## src/rtl/instruction_package.sv

```systemverilog
// Shared definitions for the regex instruction executor.
//   opcode_t               : 3-bit instruction opcode (top bits of the word)
//   INSTRUCTION_DATA_WIDTH : width of the operand field (low bits of the word)
//   state_t                : executor FSM states
package instruction_package;

  localparam int OPCODE_WIDTH           = 3;
  localparam int INSTRUCTION_DATA_WIDTH = 13;

  typedef enum logic [OPCODE_WIDTH-1:0] {
    ACCEPT                = 3'd0,
    SPLIT                 = 3'd1,
    MATCH                 = 3'd2,
    JMP                   = 3'd3,
    END_WITHOUT_ACCEPTING = 3'd4,
    MATCH_ANY             = 3'd5,
    ACCEPT_PARTIAL        = 3'd6,
    NOT_MATCH             = 3'd7
  } opcode_t;

  typedef enum logic [2:0] {
    S_IDLE,
    S_FETCH,
    S_WAIT_DATA,
    S_EXEC,
    S_EMIT
  } state_t;

endpackage

```

## src/rtl/regex_cpu.sv

```systemverilog
// Single-thread regex instruction executor.
// Takes one (pc, cc_id) thread, fetches its instruction, evaluates it against
// the selected window character and either emits successor threads or
// updates the acceptance flag.
// Ports:
//   clk, rst                                   clock, synchronous active-high reset
//   current_characters, end_of_string          shared character window and end flags
//   input_pc_valid/ready, input_pc, input_cc_id   incoming thread
//   memory_valid/ready, memory_addr, memory_data  instruction fetch
//   output_pc_valid/ready, output_pc, output_cc_id successor threads
//   accepts                                    registered acceptance flag
//
// state       | meaning
// S_IDLE      | ready for a new thread
// S_FETCH     | fetch request outstanding
// S_WAIT_DATA | instruction word arrives this cycle
// S_EXEC      | decode and evaluate instruction
// S_EMIT      | presenting successor thread(s)
module regex_cpu
  import instruction_package::*;
#(
  parameter int PC_WIDTH          = 9,
  parameter int CC_ID_BITS        = 2,
  parameter int CHARACTER_WIDTH   = 8,
  parameter int MEMORY_WIDTH      = 16,
  parameter int MEMORY_ADDR_WIDTH = 11
) (
  input  logic                                          clk,
  input  logic                                          rst,
  input  logic [(2**CC_ID_BITS)*CHARACTER_WIDTH-1:0]    current_characters,
  input  logic [2**CC_ID_BITS-1:0]                      end_of_string,
  input  logic                                          input_pc_valid,
  output logic                                          input_pc_ready,
  input  logic [CC_ID_BITS-1:0]                         input_cc_id,
  input  logic [PC_WIDTH-1:0]                           input_pc,
  output logic                                          memory_valid,
  input  logic                                          memory_ready,
  output logic [MEMORY_ADDR_WIDTH-1:0]                  memory_addr,
  input  logic [MEMORY_WIDTH-1:0]                       memory_data,
  output logic                                          output_pc_valid,
  input  logic                                          output_pc_ready,
  output logic [CC_ID_BITS-1:0]                         output_cc_id,
  output logic [PC_WIDTH-1:0]                           output_pc,
  output logic                                          accepts
);

  state_t state, state_nxt;

  logic [PC_WIDTH-1:0]     pc_q;
  logic [CC_ID_BITS-1:0]   cc_q;
  logic [MEMORY_WIDTH-1:0] instr_q;
  logic [PC_WIDTH-1:0]     out_pc_q;
  logic [CC_ID_BITS-1:0]   out_cc_q;
  logic                    second_pending_q;
  logic                    accepts_q;

  logic [CHARACTER_WIDTH-1:0]        chars [2**CC_ID_BITS];
  opcode_t                           opcode;
  logic [INSTRUCTION_DATA_WIDTH-1:0] data;
  logic [CHARACTER_WIDTH-1:0]        ch;
  logic                              eos;
  logic                              ch_eq;
  logic [PC_WIDTH-1:0]               pc_inc;
  logic [PC_WIDTH-1:0]               target;
  logic [CC_ID_BITS-1:0]             cc_inc;
  logic                              exec_emit;
  logic                              exec_split;
  logic [PC_WIDTH-1:0]               exec_pc;
  logic [CC_ID_BITS-1:0]             exec_cc;
  logic                              exec_acc_we;
  logic                              exec_acc_val;
  logic                              unused_data;

  for (genvar i = 0; i < 2**CC_ID_BITS; i++) begin : g_chars
    assign chars[i] = current_characters[i*CHARACTER_WIDTH +: CHARACTER_WIDTH];
  end

  assign opcode = opcode_t'(instr_q[MEMORY_WIDTH-1 -: OPCODE_WIDTH]);
  assign data   = instr_q[INSTRUCTION_DATA_WIDTH-1:0];
  assign ch     = chars[cc_q];
  assign eos    = end_of_string[cc_q];
  assign ch_eq  = (ch == data[CHARACTER_WIDTH-1:0]);
  assign pc_inc = pc_q + PC_WIDTH'(1);
  assign cc_inc = cc_q + CC_ID_BITS'(1);
  assign target = data[PC_WIDTH-1:0];
  // Operand bits above the pc width carry no meaning for this configuration.
  assign unused_data = ^data[INSTRUCTION_DATA_WIDTH-1:PC_WIDTH];

  // Instruction evaluation; only consumed while in S_EXEC.
  always_comb begin
    exec_emit    = 1'b0;
    exec_split   = 1'b0;
    exec_pc      = pc_inc;
    exec_cc      = cc_q;
    exec_acc_we  = 1'b0;
    exec_acc_val = 1'b0;
    case (opcode)
      ACCEPT: begin
        exec_acc_we  = 1'b1;
        exec_acc_val = eos;
      end
      ACCEPT_PARTIAL: begin
        exec_acc_we  = 1'b1;
        exec_acc_val = 1'b1;
      end
      END_WITHOUT_ACCEPTING: ;
      MATCH: begin
        exec_emit = !eos && ch_eq;
        exec_cc   = cc_inc;
      end
      NOT_MATCH: begin
        exec_emit = !eos && !ch_eq;
        exec_cc   = cc_inc;
      end
      MATCH_ANY: begin
        exec_emit = !eos;
        exec_cc   = cc_inc;
      end
      JMP: begin
        exec_emit = 1'b1;
        exec_pc   = target;
      end
      SPLIT: begin
        exec_emit  = 1'b1;
        exec_split = 1'b1;
      end
      default: ;
    endcase
  end

  always_ff @(posedge clk) begin
    if (rst) state <= S_IDLE;
    else     state <= state_nxt;
  end

  always_comb begin
    state_nxt       = state;
    input_pc_ready  = 1'b0;
    memory_valid    = 1'b0;
    output_pc_valid = 1'b0;
    case (state)
      S_IDLE: begin
        input_pc_ready = 1'b1;
        if (input_pc_valid) state_nxt = S_FETCH;
      end
      S_FETCH: begin
        memory_valid = 1'b1;
        if (memory_ready) state_nxt = S_WAIT_DATA;
      end
      S_WAIT_DATA: state_nxt = S_EXEC;
      S_EXEC:      state_nxt = exec_emit ? S_EMIT : S_IDLE;
      S_EMIT: begin
        output_pc_valid = 1'b1;
        if (output_pc_ready && !second_pending_q) state_nxt = S_IDLE;
      end
      default: state_nxt = S_IDLE;
    endcase
  end

  always_ff @(posedge clk) begin
    if (rst) begin
      pc_q             <= '0;
      cc_q             <= '0;
      instr_q          <= '0;
      out_pc_q         <= '0;
      out_cc_q         <= '0;
      second_pending_q <= 1'b0;
      accepts_q        <= 1'b0;
    end else begin
      case (state)
        S_IDLE: begin
          if (input_pc_valid) begin
            pc_q      <= input_pc;
            cc_q      <= input_cc_id;
            accepts_q <= 1'b0;
          end
        end
        S_WAIT_DATA: instr_q <= memory_data;
        S_EXEC: begin
          if (exec_acc_we) accepts_q <= exec_acc_val;
          out_pc_q         <= exec_pc;
          out_cc_q         <= exec_cc;
          second_pending_q <= exec_split;
        end
        S_EMIT: begin
          // SPLIT: after pc+1 is taken, present the branch target with the same slot.
          if (output_pc_ready && second_pending_q) begin
            out_pc_q         <= target;
            second_pending_q <= 1'b0;
          end
        end
        default: ;
      endcase
    end
  end

  assign memory_addr  = MEMORY_ADDR_WIDTH'(pc_q);
  assign output_pc    = out_pc_q;
  assign output_cc_id = out_cc_q;
  assign accepts      = accepts_q;

endmodule

```

## config.mk

```make
export PLATFORM = sky130hd
export DESIGN_NAME = regex_cpu
export DESIGN_NICKNAME = d
export VERILOG_FILES = /design/src/rtl/instruction_package.sv /design/src/rtl/regex_cpu.sv
export SDC_FILE = /design/constraint.sdc
export NUM_CORES = 1
export LEC_CHECK = 0
export ABC_AREA = 1
export CORE_ASPECT_RATIO = 0.5
export CORE_MARGIN = 2
export CORE_UTILIZATION = 47
export CTS_CLUSTER_DIAMETER = 80
export DETAILED_ROUTE_END_ITERATION = 8
export MAX_ROUTING_LAYER = met4
export PLACE_DENSITY = 0.86
export SLEW_MARGIN = 20
export SYNTH_ARGS = -nofsm -noshare
export SYNTH_HDL_FRONTEND = slang
export SYNTH_SLANG_ARGS = --single-unit
```

## constraint.sdc

```tcl
create_clock -name clk -period 2.7 [get_ports clk]
set_input_delay 0.675 -clock clk [delete_from_list [all_inputs] [get_ports clk]]
set_output_delay 0.675 -clock clk [all_outputs]
set_load 0.01 [all_outputs]
```

== Word level (Yosys, flattened, before mapping) ==
Cells that the tools add are included.

* Add/subtract/negate cells: 2
* Equality and inequality tests: 16
* Muxes and demuxes: 26
* Reduce and logical (&&, ||, !) cells: 18
* $lt $le $gt $ge: 2
* Bitwise logic cells: 1

{| class="wikitable"
|+ Operator list
! kind !! count
|-
| 2-to-1 mux 9 bit || 2
|-
| case mux 9 bit (2 select lines) || 1
|-
| binary-select mux 8 bit (select 2 bit) || 1
|-
| 2-to-1 mux 8 bit || 2
|-
| case mux 3 bit (5 select lines) || 1
|-
| == test 3 x 2 -> 1 bit, second input constant || 4
|-
| == test 3 bit, second input constant || 4
|-
| 2-to-1 mux 3 bit || 4
|-
| inequality test 2 bit, second input constant || 5
|-
| adder 9 x 1 -> 9 bit, second input constant || 1
|-
| 2-to-1 mux 1 bit || 9
|-
| == test 8 bit || 1
|-
| == test 3 x 1 -> 1 bit, second input constant || 2
|-
| logical NOT 3 bit || 2
|-
| case mux 1 bit (2 select lines) || 3
|-
| AND reduction 3 bit || 2
|-
| logical AND 1 bit || 4
|-
| case mux 1 bit (4 select lines) || 1
|-
| AND reduction 2 bit || 2
|-
| nonzero test 2 bit || 2
|-
| OR reduction 2 bit || 2
|-
| greater-or-equal comparator 3 bit, second input constant || 1
|-
| logical NOT 1 bit || 3
|-
| less-than comparator 2 x 3 -> 1 bit, second input constant || 1
|-
| other kinds (5) || 5
|}

* Logic and storage cells: 73
* Register bits after elaboration: 43

== Logic depth before layout (Yosys ltp) ==
Gate-level depths: netlist of the first run.

* Word-level depth: 10
* Depth in mapped cells: 16

== Worst setup path after synthesis of the first run ==
No wires, ideal clock.

* Path type: input to register
* Start point: in current_characters[10]
* End point: reg state[2]
* Path slack: 1,161 ps
* Buffers on the path: 0
* Arrival time: 1,410 ps
* Data required time: 2,571 ps
* Stages: 12
* Library setup time: 129 ps
* Path through: nand2_1 -> nand3_2 -> nand2_1 -> nand2_1 -> nand2_1 -> nand2_2 -> nor2_1 -> nand3_1 -> nand3_1 -> nand2_1 -> nand2_1 -> a21oi_2

* Word-level cells in the longest chain between the ends: 9

{| class="wikitable"
|+ RTL lines
! item !! line !! RTL
|-
| start, declared || regex_cpu.sv:30 || <nowiki>input logic [(2**CC_ID_BITS)*CHARACTER_WIDTH-1:0] current_characters,</nowiki>
|-
| binary-select mux 8 bit (select 2 bit) (*) || regex_cpu.sv:80 || <nowiki>assign ch = chars[cc_q];</nowiki>
|-
| 2-to-1 mux 8 bit (not written as such) (*) (2 in series) || regex_cpu.sv:80 ||
|-
| == test 8 bit (*) || regex_cpu.sv:82 || <nowiki>assign ch_eq = (ch == data[CHARACTER_WIDTH-1:0]);</nowiki>
|-
| logical NOT 1 bit || regex_cpu.sv:112 || <nowiki>exec_emit = !eos && !ch_eq;</nowiki>
|-
| logical AND 1 bit || regex_cpu.sv:112 ||
|-
| case mux 1 bit (4 select lines) (*) || regex_cpu.sv:97 || <nowiki>case (opcode)</nowiki>
|-
| 2-to-1 mux 3 bit (*) || regex_cpu.sv:151 || <nowiki>S_EXEC: state_nxt = exec_emit ? S_EMIT : S_IDLE;</nowiki>
|-
| case mux 3 bit (5 select lines) (*) || regex_cpu.sv:141 || <nowiki>case (state)</nowiki>
|-
| end signal, assigned || regex_cpu.sv:133 || <nowiki>else state <= state_nxt;</nowiki>
|-
| end, declared || regex_cpu.sv:47 || <nowiki>state_t state, state_nxt;</nowiki>
|}

Mark *: on every way between the ends. The rest lies on a longest branch, timed or not. The select of a mux whose other input is x is not followed.
A chain may end at the register's enable or synchronous reset.

== Worst setup path in the final report of the first run ==
* Start point: reg state[2]
* End point: out input_pc_ready

* Word-level cells in the longest chain between the ends: 2

{| class="wikitable"
|+ RTL lines
! item !! line !! RTL
|-
| logical NOT 3 bit || regex_cpu.sv:141 ||
|-
| 2-to-1 mux 1 bit || regex_cpu.sv:141 ||
|-
| end, declared || regex_cpu.sv:33 || <nowiki>output logic input_pc_ready,</nowiki>
|}

No other way between the ends.

==> results.toml, run 1 <==
[yosys]
syn_avg_cell_area_um2 = 6.72
synthAdderAreaFrac_pct = 0.540
synth_area_um2 = 2320
synth_edf_count = 0
ys_seq_area_share_pct = 33.7
yosysUniqueCellTypes = 34
synth_compound_area_share_pct = 20.0
synth_seq_cells = 39
synth_xor_area_share_pct = 0.756
synthCells = 345
synth-main-ff-cell = "dfxtp_1"
async_flop_share_pct = 0
yosys_warnings = 0
synth_top_family_by_area = "simple AND/OR/NAND/NOR gates"
synthSimpleGateAreaFrac_pct = 32.8
muxShareOfSynthArea_pct = 0

[timing]
hold_ws_ns = 0.493
finalCritPeriodShare_pct = 88.1
setup_tns_ns = 0
slew_violations = 0
relSlewSlack_pct = 57.5
final_hold_viol_count = 0
rsz0062_at_grt = "no"
finalSetupViolCount = 0
timing.fmax_mhz = 420
finalClockSkew_ns = 0.00621
layout_min_cycle_time_ns = 2.38
worstMarginPinSlew_ns = 0.637
fin_ws_ns = 0.320

[layout]
fin_area_um2 = 3270
layout_commonest_cell = "clkdlybuf4s50_1"
diodes = 0
final_cell_mix = "clkdlybuf4s50_1, nand2_1, o21ai_0, dfxtp_1, a21oi_1"
fin_nets = 494
area_delta_synth_final_pct = 41.3
multiInputGateArea_um2 = 1260
n_fill_cell = 368
drive_gt1_share_pct = 10.1
regArea_um2 = 781

[worst_setup_path]
critical_path_class = "reg2out"
critPathArrivalTime_ns = 1.71
critical_path.max_fanout = 5
cp_slowest_cell = "clkdlybuf4s50_1"
cp.required_ns = 2.03
crit_chain = "nor2_1 -> inv_1 -> nor2_2 -> clkdlybuf4s50_1"
crit_path_start_kind = "flip-flop"
critPathTopFamily = "buffers and inverters"
crit_path_max_incr_delay_ns = 0.59
cp-end-kind = "output pin"
path_buf_inv = 2

[cts]
cts_hold_buf = 0
numCtsBuffers = 5
cts.sinks = 39
htreeDepth = 2
post-cts-setup-buffers = 0
cts_tree = "yes"
cts-root-buf = "clkbuf_8"
cts_resized = 0
clk_latency_ns = 0.29
clk_path_buf_depth = 2
clkSlewWorstSetupHoldPaths_ns = 0.08

[grt]
grt-ovfl-total = 0
grt.total_usage_pct = 25.3
grt_pass1_wl_um = 10200
antenna_found_initial = 0
grt_max_degree = 25
grt_pass1_vias = 2174

[detailed_routing]
drc = 0
wl_per_cell_um = 13.6
dr.pass1.iters = 6
first_iter_violations = 139
ant_nets = 0
wl_um = 6700
vias_per_cell = 5.15
vias = 2534

[die]
dieArea_um2 = 5540
core-area_um2 = 4570
die_width_um = 103
start_util_pct = 50.7
io_pins = 94
placementRows = 17
chipHeight_um = 53.7

[placement]
dp_slack_ns = 0.507
port_buffers = 87
hpwl_um = 5220
placed_area_um2 = 3170
gp_congestion = 0.848

[power]
total_power_w = 0.00151
power.density_nw_per_um2 = 461
leakagePower_nw = 1.34
ir_drop_mv = 0.298

[run]
drv_cap = 0

[worst_hold_path]
hold_path.class = "reg2reg"

[status]
status = "completed"
## path summary, 6_finish.rpt
| check | depth (start not counted) | end | from | slack [ns] |
|---|---|---|---|---|
| worst min register to register | 2 | pc_q[8] | pc_q[8] | 0.49 |
| worst max-delay path | 4 | input_pc_ready | state[2] | 0.32 |
| worst max register to register | 14 | state[2] | cc_q[1] | 0.77 |
| worst min-delay path | 2 | pc_q[8] | pc_q[8] | 0.49 |
## logic make-up (layout without fill, tap and decap cells)
family	Yosys count	after routing
other	1	2
AOI/OAI and AO/OA	87	87
and+or+nand+nor	157	157
adders and majority gates	1	1
xor gates and xnor gates	2	2
buffers and inverters	58	138
DFF	39	39
## tightest hold or removal path: cells and delay by family, from the launching register on
| family | cells | cell delay, ns |
|---|---|---|
| DFF | 1 | 0.31 |
| AOI/OAI and AO/OA | 1 | 0.06 |
| buffers and inverters | 1 | 0.08 |
## per-layer routing
layer / GRT usage, % / wire length [um] / vias up / share of wire [%]
li1: - / - / 1287 / -
met1: 33.9 / 3170 / 1135 / 47
met2: 41.6 / 3030 / 104 / 45
met3: 3.25 / 454 / 8 / 6.8
met4: 5.26 / 48 / 0 / 0.72
met5: - / 0 / - / 0
## final cells by class
| type | instances | share of cell area, % |
|---|---|---|
| clock buffers | 7 | 2.94 |
| clock inverters | 1 | 0.229 |
| inverters | 40 | 4.66 |
| multi-input cells | 249 | 38.5 |
| flip-flops and latches | 39 | 23.9 |
| well taps | 66 | 2.52 |
| repair buffers | 90 | 27.3 |
## synthesized netlist by cell type (4+ instances only)
library cell	number	area, um^2
nand2_1	77	289
o21ai_0	40	200
dfxtp_1	39	781
a21oi_1	36	180
inv_1	35	131
nand3_1	26	130
nor2_1	24	90.1
nand3_2	11	110
clkbuf_1	8	30.0
nand2_2	8	50.1
a31oi_1	4	25.0
buf_4	4	30.0
inv_2	4	15.0
## where the power goes
part,switching [W],total (W),internal (W),leakage (nW)
Sequential,0.0000388,0.000648,0.000609,0.318
Combinational,0.000214,0.000418,0.000204,0.975
Clock,0.000210,0.000443,0.000232,0.0505
## registers in the layout, summed over array words and instances, names as in the netlist
| signal | count |
|---|---|
| accepts | 1 |
| cc_q | 2 |
| instr_q | 12 |
| output_cc_id | 2 |
| output_pc | 9 |
| pc_q | 9 |
| second_pending_q | 1 |
| state | 3 |
## stage by stage
step	util (%)	instances
final	71.6	492
after global routing	71.6	492
after CTS	71.6	492
after detailed placement	69.3	484
after global placement	69.3	484
after floorplan	-	346
Power figures use the tool's default switching activity.
==> run 2: changes to the inputs <==
--- a/config.mk
+++ b/config.mk
@@ -7,9 +7,9 @@
 export LEC_CHECK = 0
 export ABC_AREA = 1
 export CORE_ASPECT_RATIO = 0.5
-export CORE_MARGIN = 2
 export CORE_UTILIZATION = 47
-export CTS_CLUSTER_DIAMETER = 80
+export CTS_CLUSTER_DIAMETER = 30
+export CTS_CLUSTER_SIZE = 12
 export DETAILED_ROUTE_END_ITERATION = 8
 export MAX_ROUTING_LAYER = met4
 export PLACE_DENSITY = 0.86
==> results.toml, run 2 (synthesis results as in run 1) <==
[timing]
fin_ws_ns = 0.357
finalSetupViolCount = 0
slew_violations = 0
hold_ws_ns = 0.489
relSlewSlack_pct = 59.3
finalClockSkew_ns = 0.00717
rsz0062_at_grt = "no"
timing.fmax_mhz = 427
final_hold_viol_count = 0
setup_tns_ns = 0
finalCritPeriodShare_pct = 86.8
layout_min_cycle_time_ns = 2.34
worstMarginPinSlew_ns = 0.610

[power]
leakagePower_nw = 1.36
total_power_w = 0.00165
p_seq_share_pct = 39.1
ir_drop_mv = 0.354
power.density_nw_per_um2 = 498
p_comb_share_pct = 25.9
p_switching_w = 0.000463
power.share.clock_pct = 35.0
power.internal_w = 0.00118
switching_share_pct = 28.1

[detailed_routing]
vias = 2586
first_iter_violations = 131
ant_nets = 0
drc = 0
wl_um = 6550
wl_per_cell_um = 13.3
vias_per_cell = 5.25
dr.pass1.iters = 5

[cts]
cts_resized = 0
clk_path_buf_depth = 2
post-cts-setup-buffers = 0
cts.sinks = 39
clkSlewWorstSetupHoldPaths_ns = 0.07
htreeDepth = 2
cts_hold_buf = 0
cts_tree = "yes"
cts-root-buf = "clkbuf_8"
numCtsBuffers = 5
clk_latency_ns = 0.29

[die]
io_pins = 94
dieArea_um2 = 5230
die_width_um = 101
placementRows = 17
start_util_pct = 50.7
chipHeight_um = 51.7
core-area_um2 = 4570

[worst_hold_path]
hold_path.class = "reg2reg"

[worst_setup_path]
cp.required_ns = 2.03
critical_path.max_fanout = 3
critical_path_class = "reg2out"
crit_path_start_kind = "flip-flop"
cp-end-kind = "output pin"
critPathArrivalTime_ns = 1.67

[layout]
fin_nets = 495
final_cell_mix = "clkdlybuf4s50_1, nand2_1, o21ai_0, dfxtp_1, a21oi_1"
fin_area_um2 = 3310
layout_commonest_cell = "clkdlybuf4s50_1"
drive_gt1_share_pct = 10.1
largest_reg_flops = 12
diodes = 0
area_delta_synth_final_pct = 42.8
largest-register = "instr_q"

[placement]
dp_slack_ns = 0.511
placed_area_um2 = 3180
hpwl_um = 5030
gp_congestion = 0.875
port_buffers = 87

[grt]
antenna_found_initial = 0
grt_pass1_wl_um = 10200
grt_pass1_vias = 2302
grt_max_degree = 25
grt.total_usage_pct = 26.2
grt-ovfl-total = 0

[status]
status = "completed"

[run]
drv_cap = 0
==> run 2: final timing paths <==
path / start / endpoint / slack (ns) / cells after the start
setup / recovery: state[0] / memory_valid / 0.36 / 3
hold / removal: output_pc[6] / output_pc[6] / 0.49 / 2
setup reg to reg: cc_q[0] / state[2] / 0.81 / 15
hold reg to reg: output_pc[6] / output_pc[6] / 0.49 / 2
==> run 2: power groups by stage <==
stage	registers (W)	logic, W	clock network, W
2_1_floorplan	0.000653	0.000250	0
3_3_place_gp	0.000655	0.000412	0
3_5_place_dp	0.000657	0.000422	0
4_1_cts	0.000643	0.000426	0.000581
5_1_grt	0.000648	0.000475	0.000601
6_report	0.000645	0.000426	0.000577
==> run 2: routing by layer <==
layer,vias to the layer above,wire [um],GRT usage [%]
met3,13,472,5.11
met1,1165,2980,32.7
li1,1293,-,-
met2,115,2990,43.2
met5,-,0,-
met4,0,112,8.70
==> run 2: worst max-delay path, stage by stage, from the launching register on <==
cell and delay [ns]:
dfxtp_1 0.37, inv_1 0.10, nor3_1 0.31, clkdlybuf4s50_1 0.61
==> run 2: area by class of cell <==
type | count | area (um^2)
Clock buffer | 6 | 72.6
Clock inverter | 2 | 60.1
Fill cell | 367 | 1260
Inverter | 40 | 153
Multi-Input combinational cell | 249 | 1260
Sequential cell | 39 | 781
Tap cell | 66 | 82.6
Timing Repair Buffer | 91 | 901
==> run 2: stage by stage <==
stage,std cells,utilization [%]
after floorplan,346,-
after global placement,485,69.5
after detailed placement,485,69.5
after CTS,493,72.4
after global routing,493,72.4
final,493,72.4
